**src/rtl/sdm_bank.sv**
```systemverilog
// sdm_bank: bank of NCH first- or second-order delta-sigma modulators sharing a
// single divided modulator clock SDCLK derived from EXTCLK.
module sdm_bank #(
  parameter int NCH    = 2,
  parameter int DW     = 16,
  parameter int CLKDIV = 4,
  parameter int ORDER  = 2
) (
  input  logic              EXTCLK,
  input  logic              EXTRSTn,
  input  logic              EN,
  input  logic [NCH-1:0]    LOAD,
  input  logic [NCH*DW-1:0] DIN,
  input  logic              CLR,
  output logic              SDCLK,
  output logic [NCH-1:0]    SDOUT,
  output logic [NCH-1:0]    OVF
);
  localparam int CW = (CLKDIV > 1) ? $clog2(CLKDIV) : 1;
  localparam int IW = DW + 4;
  localparam int EW = DW + 6;
  localparam logic [CW-1:0]        CNT_LAST = CW'(CLKDIV - 1);
  localparam logic signed [EW-1:0] FS       = EW'((1 << (DW - 1)) - 1);
  localparam logic signed [EW-1:0] IMAX     = EW'((1 << (IW - 1)) - 1);
  localparam logic signed [EW-1:0] IMIN     = ~IMAX;

  if (ORDER != 1 && ORDER != 2) begin : g_bad_order
    $error("sdm_bank: ORDER must be 1 or 2");
  end

  logic [CW-1:0] r_cnt;
  logic          r_sdclk;
  logic          r_upd;
  logic          w_wrap;
  logic          w_upd;

  assign w_wrap = (r_cnt == CNT_LAST);
  // UPD is the cycle after the SDCLK rise, so SDOUT trails SDCLK by one EXTCLK.
  assign w_upd  = r_upd & EN;
  assign SDCLK  = r_sdclk;

  always_ff @(posedge EXTCLK or negedge EXTRSTn) begin
    if (!EXTRSTn) begin
      r_cnt   <= '0;
      r_sdclk <= 1'b0;
      r_upd   <= 1'b0;
    end else if (!EN) begin
      r_cnt   <= '0;
      r_sdclk <= 1'b0;
      r_upd   <= 1'b0;
    end else begin
      r_upd <= w_wrap & ~r_sdclk;
      if (w_wrap) begin
        r_cnt   <= '0;
        r_sdclk <= ~r_sdclk;
      end else begin
        r_cnt <= r_cnt + CW'(1);
      end
    end
  end

  for (genvar g = 0; g < NCH; g++) begin : g_ch
    logic signed [DW-1:0] r_shadow;
    logic signed [DW-1:0] r_active;
    logic signed [IW-1:0] r_int1;
    logic signed [IW-1:0] r_int2;
    logic                 r_sd;
    logic                 r_ovf;
    logic signed [DW-1:0] w_act;
    logic signed [EW-1:0] w_fb;
    logic signed [EW-1:0] w_sum1;
    logic signed [EW-1:0] w_sum2;
    logic signed [IW-1:0] w_int1;
    logic signed [IW-1:0] w_int2;
    logic                 w_sat;
    logic                 w_bit;

    always_comb begin
      w_act  = r_active;
      w_fb   = r_sd ? FS : -FS;
      w_sum1 = '0;
      w_sum2 = '0;
      w_int1 = r_int1;
      w_int2 = '0;
      w_sat  = 1'b0;
      w_bit  = r_sd;
      // A LOAD coincident with UPD feeds the fresh sample straight into this update.
      if (w_upd) w_act = LOAD[g] ? DIN[g*DW +: DW] : r_shadow;
      w_sum1 = EW'(r_int1) + EW'(w_act) - w_fb;
      if (w_sum1 > IMAX) begin
        w_int1 = IMAX[IW-1:0];
        w_sat  = 1'b1;
      end else if (w_sum1 < IMIN) begin
        w_int1 = IMIN[IW-1:0];
        w_sat  = 1'b1;
      end else begin
        w_int1 = w_sum1[IW-1:0];
      end
      if (ORDER == 2) begin
        w_sum2 = EW'(r_int2) + EW'(w_int1) - w_fb;
        if (w_sum2 > IMAX) begin
          w_int2 = IMAX[IW-1:0];
          w_sat  = 1'b1;
        end else if (w_sum2 < IMIN) begin
          w_int2 = IMIN[IW-1:0];
          w_sat  = 1'b1;
        end else begin
          w_int2 = w_sum2[IW-1:0];
        end
        w_bit = ~w_int2[IW-1];
      end else begin
        w_bit = ~w_int1[IW-1];
      end
    end

    always_ff @(posedge EXTCLK or negedge EXTRSTn) begin
      if (!EXTRSTn) begin
        r_shadow <= '0;
        r_active <= '0;
        r_int1   <= '0;
        r_int2   <= '0;
        r_sd     <= 1'b0;
        r_ovf    <= 1'b0;
      end else begin
        if (LOAD[g]) r_shadow <= DIN[g*DW +: DW];
        r_active <= w_act;
        if (w_upd) begin
          r_int1 <= w_int1;
          r_int2 <= w_int2;
          r_sd   <= w_bit;
        end
        // Set wins over a simultaneous clear.
        r_ovf <= (w_upd & w_sat) | (r_ovf & ~CLR);
      end
    end

    assign SDOUT[g] = r_sd;
    assign OVF[g]   = r_ovf;
  end

endmodule

```
**config.mk**
```make
export PLATFORM = sky130hd
export DESIGN_NAME = sdm_bank
export DESIGN_NICKNAME = d
export VERILOG_FILES = /design/src/rtl/sdm_bank.sv
export SDC_FILE = /design/constraint.sdc
export NUM_CORES = 1
export LEC_CHECK = 0
export ABC_AREA = 1
export BUFFER_PORTS_ARGS = -buffer_cell sky130_fd_sc_hd__buf_2
export CORE_MARGIN = 8
export CORE_UTILIZATION = 31
export DETAILED_ROUTE_END_ITERATION = 10
export GPL_TIMING_DRIVEN = 0
export PLACE_DENSITY = 0.55
export REMOVE_ABC_BUFFERS = 1
export SLEW_MARGIN = 20
export SYNTH_ARGS = -nofsm -noshare
export SYNTH_HDL_FRONTEND = slang
export SYNTH_SLANG_ARGS = --single-unit
```
**constraint.sdc**
```tcl
create_clock -name EXTCLK -period 7 [get_ports EXTCLK]
set_input_delay 1.4 -clock EXTCLK [delete_from_list [all_inputs] [get_ports EXTCLK]]
set_output_delay 1.4 -clock EXTCLK [all_outputs]
set_load 0.005 [all_outputs]
```
### Word-level counts from Yosys, hierarchy flattened

Cells that the tools add are included.

* logic and storage cells: 73
* register bits: 152
* output and inout bits: 5
* input port bits: 38

* $lt $le $gt $ge: 8
* add/sub/neg operators: 9
* bitwise operators: 12
* equality and inequality tests: 2
* multiplexer cells: 27

Operators by type and width (count)
* $mux W20: 8
* $gt A22 B20 Y1 const B: 4
* $lt A22 B20 Y1 const B: 4
* $sub A21 B22 Y22: 4
* $mux W16: 4
* $mux W22: 2
* $add A20 B16 Y21: 2
* $add A20 B20 Y21: 2
* $mux W1: 11
* $and A1 B1 Y1: 6
* $mux W2: 2
* $not A1 Y1: 4
* $add A2 B1 Y2 const B: 1
* $eq A2 B2 Y1 const B: 1
* $ne A2 B1 Y1 const B: 1
* $or A1 B1 Y1: 2

### Logic depth before layout (Yosys ltp)

Gate-level depths: netlist (run 1).

* word-level depth: 14
* gate-level depth with buffers: 43
* gate-level depth less buffers: 40

### Least setup slack after synthesis (run 1)

OpenSTA, ideal clock, no wires.

* kind: input to register
* from: in LOAD[1]
* to: reg g_ch[1].r_int2[10]
* setup time: 139 ps
* data arrival time: 6516 ps
* setup slack: 345 ps
* buffers on the path: 4
* cell stages on the path: 35
* data required time: 6861 ps
* path through: clkbuf_1 > buf_1 > mux2_2 > nand2_1 > nand2_1 > fa_1 > ha_1 > nand2_1 > nand2_1 > o21bai_1 > a21oi_1 > nand3_1 > nand2_1 > nand2_2 > nand2_4 > buf_6 > nand3_1 > nand2_1 > inv_1 > fa_1 > inv_1 > ha_1 > nand2_1 > nand2_1 > a21oi_1 > nor2_1 > nor2_2 > nand3_1 > nand2_1 > nand2_1 > nand2_2 > inv_4 > nor2_8 > buf_8 > a22oi_2

* cells in the longest elaborated chain, start to end: 12
* elaborated cells between the ends (all ways): 14
* classes of those cells: 4 x add/sub; 4 x order compare; 6 x mux

Ends and longest elaborated chain
* start: declaration: RTL line 12 `input logic [NCH-1:0] LOAD,`
* $mux W16 (*)
* $mux W16 (*): RTL line 88 `if (w_upd) w_act = LOAD[g] ? DIN[g*DW +: DW] : r_shadow;`
* net g_ch[1].w_act[15]: RTL line 69 `logic signed [DW-1:0] w_act;`
* $add A20 B16 Y21 (*): RTL line 89 `w_sum1 = EW'(r_int1) + EW'(w_act) - w_fb;`
* $sub A21 B22 Y22 (*): RTL line 89
* $lt A22 B20 Y1: RTL line 93 `end else if (w_sum1 < IMIN) begin`
* $mux W20: RTL line 93
* $mux W20 (*): RTL line 90 `if (w_sum1 > IMAX) begin`
* net g_ch[1].w_int1[19]: RTL line 73 `logic signed [IW-1:0] w_int1;`
* $add A20 B20 Y21 (*): RTL line 100 `w_sum2 = EW'(r_int2) + EW'(w_int1) - w_fb;`
* $sub A21 B22 Y22 (*): RTL line 100
* $lt A22 B20 Y1: RTL line 104 `end else if (w_sum2 < IMIN) begin`
* $mux W20: RTL line 104
* $mux W20 (*): RTL line 101 `if (w_sum2 > IMAX) begin`
* end signal: assignment: RTL line 129 `r_int2 <= w_int2;`
* end: declaration: RTL line 66 `logic signed [IW-1:0] r_int2;`

Mark *: on every way through the listed nets, which the timed path passes. The rest lies on a longest branch.
A chain may end at the register's enable or synchronous reset.

### Final worst setup path (run 1)

* from: in EN
* to: reg g_ch[1].r_int2[6]

* cells in the longest elaborated chain, start to end: 12
* elaborated cells between the ends (all ways): 14
* classes of those cells: 4 x add/sub; 4 x order compare; 5 x mux; 1 x bitwise

Ends and longest elaborated chain
* start: declaration: RTL line 11 `input logic EN,`
* $and A1 B1 Y1 (*): RTL line 39 `assign w_upd = r_upd & EN;`
* $mux W16: RTL line 88
* $add A20 B16 Y21: RTL line 89
* $sub A21 B22 Y22: RTL line 89
* $lt A22 B20 Y1: RTL line 93
* $mux W20: RTL line 93
* $mux W20: RTL line 90
* $add A20 B20 Y21: RTL line 100
* $sub A21 B22 Y22: RTL line 100
* $lt A22 B20 Y1: RTL line 104
* $mux W20: RTL line 104
* $mux W20: RTL line 101

Mark *: on every way between the ends. The rest lies on a longest branch, timed or not.

==> summary.md, run 1 <==
| Metric | Value |
|---|---|
| Wirelength, routed | `roughly 36 mm` |
| Die Width | `roughly 230 microns` |
| Final WS setup | `between 0.3 and 0.4 ns` |
| Most common flop cell mapped by yosys | `dfrtp_1` |
| Data arrival, critical path | `6.98 ns` |
| Finished Core Util | `0.358` |
| # diodes | `0` |
| Mapped cell area | `0.0138 sq mm` |
| Skew final | `about 0.010 ns` |
| Non-Filler Instances | `about 2,500` |
| Die height | `approximately 230 microns` |
| DP HPWL | `approximately 25 mm` |
| Vias in the first global route | `approximately 12,000` |
| Max_cap viols | `0` |
| Site row count | `just under 80` |
| Max transition margin | `0.510` |
| Cells after DPL | `2,439` |
| Via Count | `11,400` |
| Post-synth top area share | `0.276` |
| CTS tree | `built` |
| FF-to-FF setup slack | `around 0.60 ns` |
| Final hold violation count | `0` |
| GRT overflow | `0` |
| CP Launch Type | `input port` |
| Reg2reg end | `g_ch[1].r_int2[6]` |
| Status | `finished clean` |
| CTS max path bufs | `2` |
| CP Class | `input port to flop` |
| Hold Path End | `r_cnt[0]` |
| Max Clk Rate | `between 100 and 150 MHz` |
| First-pass GRT wire length | `about 60 mm` |
| Area Overhead vs Synth | `14.3%` |
| Final Slew Violations | `0` |
| CTS Hold Bufs | `0` |
| Worst path max stage delay | `0.53 ns` |
| Async S/R FF share, synth | `1.00` |
| Drt first pass iters | `5` |
| Post-detailed-route wirelength per cell | `~14 microns` |
| Syn Inst Count | `approximately 1,800` |
| Buf/Inv on CP | `5` |
| Number of synthesized flops with an enable pin | `0` |
| Drt drc | `0` |
| CTS clock-pin slew for the worst setup and hold paths | `around 0.070 ns` |
| Register-to-Register Path Depth | `32` |
| RD Place Congestion | `between 0.8 and 0.9` |
| Final ANT Viol Nets | `0` |
| Fillers | `between 4,000 and 5,000` |
| Seq/Total Area, Yosys | `0.276` |
| Period utilization | `0.954` |
| Post-place setup slack | `-1.75 ns` |
| Core area | `roughly 0.044 sq mm` |
| Slowest CP cell | `fa_1` |
| I/O Buffers | `42` |
| GR Util All Layers | `0.146` |
| CTS sink count | `152` |
| Post-synth top area cell | `dfrtp_1` |
| Layout net count | `roughly 2,100` |
| Number of distinct library cells after synthesis | `41` |
| H-tree levels | `4` |
| Mapped Avg Cell Area | `about 7.5 sq um` |
| Crit path max-delay family | `simple AND/OR/NAND/NOR gates` |
| Reg-to-reg startpoint | `r_upd` |
| Worst path most repeated cell | `nand2_1` |
| IO Pins | `between 40 and 50` |
| Required @ worst endpoint | `~7.3 ns` |
| Antenna violations before repair | `0` |
| Worst-path fanout max | `25` |
| Setup crit end kind | `flop` |
| Layout cells sized above 1 | `0.142` |
| Via density | `~4.6` |
| CTS Buf Count | `17` |
| Starting density of the core | `0.313` |
| 1st-iter DRT viols | `522` |
| Synth warn | `0` |
| Hold depth | `1` |
| Final min period | `about 6.7 ns` |
| Area contributors post-synth | `dfrtp_1 28%, nand2_1 14%, fa_1 12%` |
| Root Driver | `clkbuf_16` |
| Endpoints failing setup | `0` |
| Crit path launch | `EN` |
| Clock latency on the worst-skew pair | `between 0.4 and 0.5 ns` |
| Hold Path Class | `flop to flop` |
| Hold Crit Start | `r_cnt[0]` |
| Pin count of the biggest net entering global routing | `85` |
| Hold Worst Slack | `0.447 ns` |
| Worst-Margin Slew | `~0.74 ns` |
| Die Area | `slightly above 0.05 sq mm` |
| Synthesized flop and latch total | `between 150 and 200` |
worst reg2reg max path: cells and delay by family, from the launching register on:
kind,cells,cell delay [ns]
compound gates,2,0.51
fa+ha+maj,4,1.72
buf+inv,6,0.80
flops,1,0.82
simple gates,20,2.39
final cells by class:
cell class                      count  area (sq um)  area share
Multi-Input combinational cell   1276          8630       0.548
Timing Repair Buffer               59           520      0.0331
Clock inverter                     11           111     0.00707
Inverter                          380          1460      0.0924
Timing Repair inverter              1          8.76    0.000556
Tap cell                          592           741      0.0470
Clock buffer                       20           467      0.0296
Sequential cell                   152          3810       0.242
stage by stage:
| step | TNS, ns | area [sq um] |
|---|---|---|
| 2_1_floorplan | -67.05 | 13500 |
| 4_1_cts | 0 | 15400 |
| 5_1_grt | -0.0317 | 15700 |
| 3_5_place_dp | -71.90 | 14600 |
| 6_report | 0 | 15700 |
| 3_3_place_gp | -345.64 | 14500 |
synthesized netlist by cell type (all sizes together) (2+ instances only):
library cell / count
o22ai: 2
buf: 22
and2: 3
or2: 30
nor2: 96
o21bai: 15
inv: 380
mux2: 32
nand4: 33
dfrtp: 152
o21ai: 85
nor3: 10
clkbuf: 18
a31oi: 8
nand3: 64
nand2: 546
a21oi: 87
xnor2: 25
nor4: 2
ha: 85
a22oi: 24
xor2: 37
fa: 80
nand3b: 4
sequential cells by signal, indices dropped and copies added, names as in the netlist:
register / flops
g_ch.r_shadow: 32
g_ch.r_sd: 2
SDCLK: 1
g_ch.r_ovf: 2
g_ch.r_int1: 40
r_upd: 1
r_cnt: 2
g_ch.r_active: 32
g_ch.r_int2: 40
cell usage in the layout (no fill, tap or decap), types with 6 or more instances in the layout:
| master | count |
|---|---|
| nand2_1 | 514 |
| inv_1 | 370 |
| dfrtp_1 | 150 |
| nor2_1 | 82 |
| fa_1 | 79 |
| ha_1 | 77 |
| a21oi_1 | 71 |
| nand3_1 | 62 |
| o21ai_0 | 48 |
| buf_2 | 38 |
| xor2_1 | 37 |
| nand4_1 | 33 |
| mux2_2 | 32 |
| or2_2 | 30 |
| o21ai_1 | 30 |
| xnor2_1 | 25 |
| nand2_2 | 21 |
| clkbuf_16 | 18 |
| a21oi_2 | 16 |
| o21bai_1 | 15 |
| a22oi_2 | 14 |
| nor2_2 | 12 |
| nand2_4 | 10 |
| a22oi_1 | 10 |
| inv_2 | 8 |
| a31oi_1 | 8 |
| nor3_1 | 8 |
| buf_4 | 7 |
| nand2_8 | 6 |
| buf_12 | 6 |
layer usage:
metal	routed length (microns)	GRT usage	vias to the layer above
met1	17800	0.197	5447
met5	0	0	-
met2	16300	0.236	152
met4	554	0.0429	0
met3	1300	0.0250	30
li1	-	-	5778
timing repair:
item,4_1_cts,5_1_grt
pin swaps,5,6
gates resized for setup,10,63
gates cloned,7,3
setup endpoints to repair,44,43
setup buffers,5,6
how the worst max path moves through the flow:
stage / end / slack (ns) / cells past startpoint
final: g_ch[1].r_int2[6] / 0.33 / 29
after global routing: g_ch[0].r_int2[6] / -0.01 / 40
after CTS: g_ch[0].r_int2[6] / 0.002 / 29
after detailed placement: g_ch[0].r_int2[14] / -1.75 / 31
after global placement: g_ch[0].r_int2[2] / -5.32 / 30
after floorplan: g_ch[1].r_int2[2] / -1.59 / 31
logic make-up after synthesis:
kind of cell               synth area share
AOI/OAI and AO/OA                    0.0967
xor gates and xnor gates             0.0394
adders and majority gates             0.193
buffers and inverters                 0.122
DFF                                   0.276
muxes                                0.0262
and+or+nand+nor                       0.246
Power of run 1 is left out: the tool's default activity adds up to more than one toggle a clock period on the data nets, which glitch-free logic cannot reach.
==> run 2, diff against run 1 <==
Settings changed: CTS_BUF_LIST from default to sky130_fd_sc_hd__clkbuf_4.
==> summary.md, run 2 (synthesized netlist as in run 1, its figures left out) <==
| Metric | Value |
|---|---|
| RSZ-0062 raised after global routing | `false` |
| CTS tree | `built` |
| Non-Filler Instances | `2,492 (+0.040%)` |
| Wirelength, routed | `35.0 mm (-2.9%)` |
| Max Clk Rate | `150 MHz (+0.13%)` |
| Final Slew Violations | `0 (unchanged)` |
| Pin count of the biggest net entering global routing | `85 (unchanged)` |
| Drt first pass iters | `5 (unchanged)` |
| Vias in the first global route | `11,800 (-0.88%)` |
| Root Driver | `clkbuf_4` |
| Period utilization | `0.952 (-0.00119)` |
| Commonest cells after routing, fill and taps aside | `518 x nand2_1, 370 x inv_1, 149 x dfrtp_1` |
| CTS clock-pin slew for the worst setup and hold paths | `0.15 ns (+0.08 ns)` |
| 1st-iter DRT viols | `541 (+3.6%)` |
| I/O Buffers | `42 (unchanged)` |
| Die height | `227 microns (unchanged)` |
| Setup crit end kind | `flop` |
| Drt drc | `0 (unchanged)` |
| CTS max path bufs | `2 (unchanged)` |
| CP Class | `input port to flop` |
| Worst path most repeated cell | `nand2_1` |
| Site row count | `77 (unchanged)` |
| First-pass GRT wire length | `58.2 mm (-2.5%)` |
| Commonest non-fill, non-tap cell in the layout | `nand2_1` |
| CP Launch Type | `input port` |
| Max_cap viols | `0 (unchanged)` |
| Worst path max stage delay | `0.49 ns (-0.04 ns)` |
| GR Util All Layers | `0.140 (-0.00531)` |
| Die Area | `0.0515 sq mm (unchanged)` |
| Cells after DPL | `2,439 (unchanged)` |
| Via density | `4.57 (-0.14%)` |
| Starting density of the core | `0.313 (unchanged)` |
| Post-detailed-route wirelength per cell | `14.0 microns (-3.0%)` |
| Data arrival, critical path | `7.24 ns (+0.26 ns)` |
| GRT overflow | `0 (unchanged)` |
| Final hold violation count | `0 (unchanged)` |
| Required @ worst endpoint | `7.57 ns (+0.27 ns)` |
| Die Width | `227 microns (unchanged)` |
| Core area | `0.0440 sq mm (unchanged)` |
| H-tree levels | `4 (unchanged)` |
| Worst-path fanout max | `48 (+92%)` |
| Max transition margin | `0.542 (+0.0320)` |
| IO Pins | `43 (unchanged)` |
| Via Count | `11,400 (-0.096%)` |
| Antenna violations before repair | `1 (+1)` |
| RD Place Congestion | `0.840 (unchanged)` |
| Fillers | `4,753 (+1.1%)` |
| CTS Buf Count | `17 (unchanged)` |
| Finished Core Util | `0.346 (-0.0117)` |
| Layout cells sized above 1 | `0.128 (-0.0137)` |
| Worst-Margin Slew | `0.687 ns (-0.0481 ns)` |
| Slowest CP cell | `fa_1` |
| Endpoints failing setup | `0 (unchanged)` |
| Hold Path Class | `flop to flop` |
| Layout net count | `2,090 (unchanged)` |
| DP HPWL | `25.1 mm (unchanged)` |
| Final min period | `6.67 ns (-0.00835 ns)` |
| Biggest regs | `g_ch.r_int1: 40 flops, g_ch.r_int2: 40 flops` |
| Clock latency on the worst-skew pair | `0.65 ns (+0.19 ns)` |
| Skew final | `0.0343 ns (+0.0239 ns)` |
| CTS sink count | `152 (unchanged)` |
| Status | `finished clean` |
| Final ANT Viol Nets | `0 (unchanged)` |
| Area Overhead vs Synth | `10.5%` |
## run 2: cell types whose count changed in the layout (fill, tap and decap cells not counted), sizes merged
cell,change
clkbuf,-2
clkinv,+3
diode,+1
bufbuf,-1
buf,+2
nand2,-1
inv,-1
## run 2: area by class of cell
cell class                 count  area, sq um  area share
multi-input combinational   1275         8460       0.556
sequential                   152         3810       0.250
inverter                     380         1460      0.0955
tap                          592          741      0.0486
timing repair buffer          61          507      0.0333
clock buffer                  17          128     0.00838
clock inverter                14          123     0.00805
antenna                        1         2.50    0.000164
## run 2: final timing paths
check,start,end,slack [ns],cells after the start
setup / recovery,EN,g_ch[0].r_sd,0.33,32
hold / removal,r_cnt[0],r_cnt[0],0.46,1
setup reg to reg,r_upd,g_ch[0].r_sd,0.58,31
hold reg to reg,r_cnt[0],r_cnt[0],0.46,1
max in group asynchronous,EXTRSTn,g_ch[0].r_sd,5.47,2
min in group asynchronous,EXTRSTn,g_ch[1].r_ovf,0.67,1
## run 2: layer usage
layer	GRT usage	vias to the layer above	part of all wire
li1	-	5784	-
met1	0.190	5444	0.50
met2	0.230	141	0.46
met3	0.0220	27	0.032
met4	0.0390	0	0.014
met5	0	-	0
## run 2: worst max-delay path: cells and delay by family
family,cells,cell delay (ns)
compound gates,3,0.57
buf+inv,5,0.68
simple gates,20,2.92
fa+ha+maj,4,1.61
## run 2: what timing repair did
| item | in CTS | in global routing |
|---|---|---|
| pin swaps | 5 | 3 |
| setup buffers | 5 | 9 |
| cloned | 4 | 3 |
| resized for setup | 9 | 20 |
| setup endpoints to repair | 44 | 43 |
| hold buffers | 0 | 0 |
## run 2: stage by stage
step	setup slack [ns]	hold WS (ns)	setup TNS, ns	instance area [sq um]
2_1_floorplan	-1.59	0.407	-67.05	13500
3_3_place_gp	-5.32	0.416	-345.64	14500
3_5_place_dp	-1.75	0.433	-71.90	14600
4_1_cts	0.0712	0.454	0	15000
5_1_grt	0.00612	0.494	0	15200
6_report	0.333	0.458	0	15200
Power of run 2 is left out for the same reason.
==> run 3, diff against run 2 <==
Settings changed: BUFFER_PORTS_ARGS -buffer_cell sky130_fd_sc_hd__buf_2 to -buffer_cell sky130_fd_sc_hd__clkbuf_2, CORE_MARGIN 8 to default, MAX_ROUTING_LAYER from default to met4.
==> summary.md, run 3 (synthesized netlist as in run 1, its figures left out) <==
| Metric | Value |
|---|---|
| Status | `finished clean` |
| GRT overflow | `0 (unchanged)` |
| Multi-input logic area | `0.00843 sq mm (-0.38%)` |
| Drt first pass iters | `5 (unchanged)` |
| Hold Path Class | `flop to flop` |
| Slowest CP cell | `fa_1` |
| H-tree levels | `4 (unchanged)` |
| Area Overhead vs Synth | `10.3%` |
| Crit path launch | `EN` |
| GR Util All Layers | `0.168 (+0.0273)` |
| Vias in the first global route | `11,500 (-2.3%)` |
| Register area | `0.00381 sq mm (about the same)` |
| Register-to-Register Path Depth | `34 (+9.7%)` |
| Max transition margin | `0.573 (+0.0315)` |
| Layout net count | `2,086 (-0.19%)` |
| Post-detailed-route wirelength per cell | `14.0 microns (-0.26%)` |
| Skew final | `0.0348 ns (+0.000508 ns)` |
| Max_cap viols | `0 (unchanged)` |
| CTS tree | `built` |
| Endpoints failing setup | `0 (unchanged)` |
| Required @ worst endpoint | `7.53 ns (-0.04 ns)` |
| Hold Worst Slack | `0.459 ns (+0.00115 ns)` |
| CP Class | `input port to flop` |
| Worst-Margin Slew | `0.640 ns (-0.0471 ns)` |
| Root Driver | `clkbuf_4` |
| Period utilization | `0.944 (-0.00796)` |
| Setup crit end kind | `flop` |
| Reg-to-reg startpoint | `r_upd` |
| Site row count | `76 (-1.3%)` |
| Worst-path fanout max | `20 (-58%)` |
| Die Area | `0.0453 sq mm (-12%)` |
| FF-to-FF setup slack | `0.51 ns (-0.07 ns)` |
| Hold depth | `1 (unchanged)` |
| Via Count | `11,300 (-0.45%)` |
| Die Width | `213 microns (-6.2%)` |
| Final Slew Violations | `0 (unchanged)` |
| I/O Buffers | `42 (unchanged)` |
| Final ANT Viol Nets | `0 (unchanged)` |
| CTS Hold Bufs | `0 (unchanged)` |
| IO Pins | `43 (unchanged)` |
| CTS clock-pin slew for the worst setup and hold paths | `0.15 ns (about the same)` |
| Antenna violations before repair | `1 (unchanged)` |
| Finished Cell Area | `0.0152 sq mm (-0.22%)` |
| Worst path max stage delay | `0.54 ns (+0.05 ns)` |
| Worst path most repeated cell | `nand2_1` |
| Via density | `4.57 (about the same)` |
| Max Clk Rate | `151 MHz (+0.84%)` |
| Final hold violation count | `0 (unchanged)` |
| 1st-iter DRT viols | `670 (+24%)` |
| CP Launch Type | `input port` |
| Commonest non-fill, non-tap cell in the layout | `nand2_1` |
| Pin count of the biggest net entering global routing | `87 (+2.4%)` |
| Hold Crit Start | `r_cnt[0]` |
| Clock latency on the worst-skew pair | `0.66 ns (about the same)` |
| Drt drc | `0 (unchanged)` |
| Starting density of the core | `0.317 (+0.00412)` |
| DP HPWL | `24.4 mm (-2.8%)` |
| Layout cells sized above 1 | `0.125 (-0.00296)` |
| Hold Path End | `r_cnt[0]` |
| RD Place Congestion | `0.884 (+5.3%)` |
| RSZ-0062 raised after global routing | `false` |
| Reg2reg end | `g_ch[1].r_int2[6]` |
| Final min period | `6.61 ns (-0.0557 ns)` |
| Setup TNS | `0 ns (unchanged)` |
| Commonest cells after routing, fill and taps aside | `519 x nand2_1, 370 x inv_1, 150 x dfrtp_1` |
| Placed inst area | `0.0146 sq mm (about the same)` |
| CTS Buf Count | `17 (unchanged)` |
| Finished Core Util | `0.350 (+0.00377)` |
| CTS sink count | `152 (unchanged)` |
| Biggest regs | `g_ch.r_int1: 40 flops, g_ch.r_int2: 40 flops` |
| Die height | `213 microns (-6.2%)` |
| Fillers | `4,692 (-1.3%)` |
| Data arrival, critical path | `7.14 ns (-0.10 ns)` |
| Core area | `0.0435 sq mm (-1.3%)` |
| CTS max path bufs | `2 (unchanged)` |
| Wirelength, routed | `34.7 mm (-0.66%)` |
| First-pass GRT wire length | `58.0 mm (-0.42%)` |
run 3: cell count changes in the layout (fill, tap and decap cells not counted), sizes merged:
| cell | previous run | this run |
|---|---|---|
| buf | 58 | 14 |
| bufbuf | 0 | 1 |
| clkbuf | 20 | 60 |
| clkinv | 8 | 5 |
| clkinvlp | 1 | 5 |
| nand2 | 550 | 549 |
run 3: cell type report:
class / count / share of cell area
Timing Repair inverter: 1 / 0.000741
Clock buffer: 18 / 0.00889
Inverter: 380 / 0.0958
Antenna cell: 1 / 0.000165
Sequential cell: 152 / 0.251
Timing Repair Buffer: 57 / 0.0326
Multi-Input combinational cell: 1274 / 0.555
Clock inverter: 14 / 0.00815
Tap cell: 585 / 0.0482
run 3: how the worst max path moves through the flow:
stage	end	slack, ns	depth (start not counted)
global placement	g_ch[1].r_int2[3]	-5.33	27
global route	g_ch[1].r_int2[6]	0.01	37
CTS	g_ch[0].r_int2[6]	0.002	38
detailed placement	g_ch[0].r_int2[4]	-1.77	31
floorplan	g_ch[1].r_int2[2]	-1.59	31
finish	g_ch[1].r_int2[6]	0.39	35
run 3: layer usage:
layer / up-vias / track usage / wire, microns / share of wire
met2: 147 / 0.259 / 15500 / 0.45
met1: 5381 / 0.224 / 17300 / 0.50
met4: 0 / 0.0459 / 612 / 0.018
met3: 29 / 0.0313 / 1310 / 0.038
met5: - / - / 0 / 0
li1: 5788 / - / - / -
run 3: critical path: cells and delay by family:
kind,cells,cell delay (ns)
AOI/OAI and AO/OA,3,0.49
buffers and inverters,8,0.87
and+or+nand+nor,20,2.45
adders and majority gates,4,1.89
run 3: through the flow:
step           cells  setup slack [ns]
2_1_floorplan   1801             -1.59
3_5_place_dp    2432             -1.77
4_1_cts         2473           0.00194
6_report        2482             0.389
3_3_place_gp    2428             -5.33
5_1_grt         2482            0.0121
run 3: what timing repair did:
item,CTS,global route
pin swaps,5,1
setup buffers,4,5
setup endpoints to repair,44,42
gates cloned,5,3
endpoints found under the hold margin,0,0
gates resized for setup,7,19
Power of run 3 is left out for the same reason.
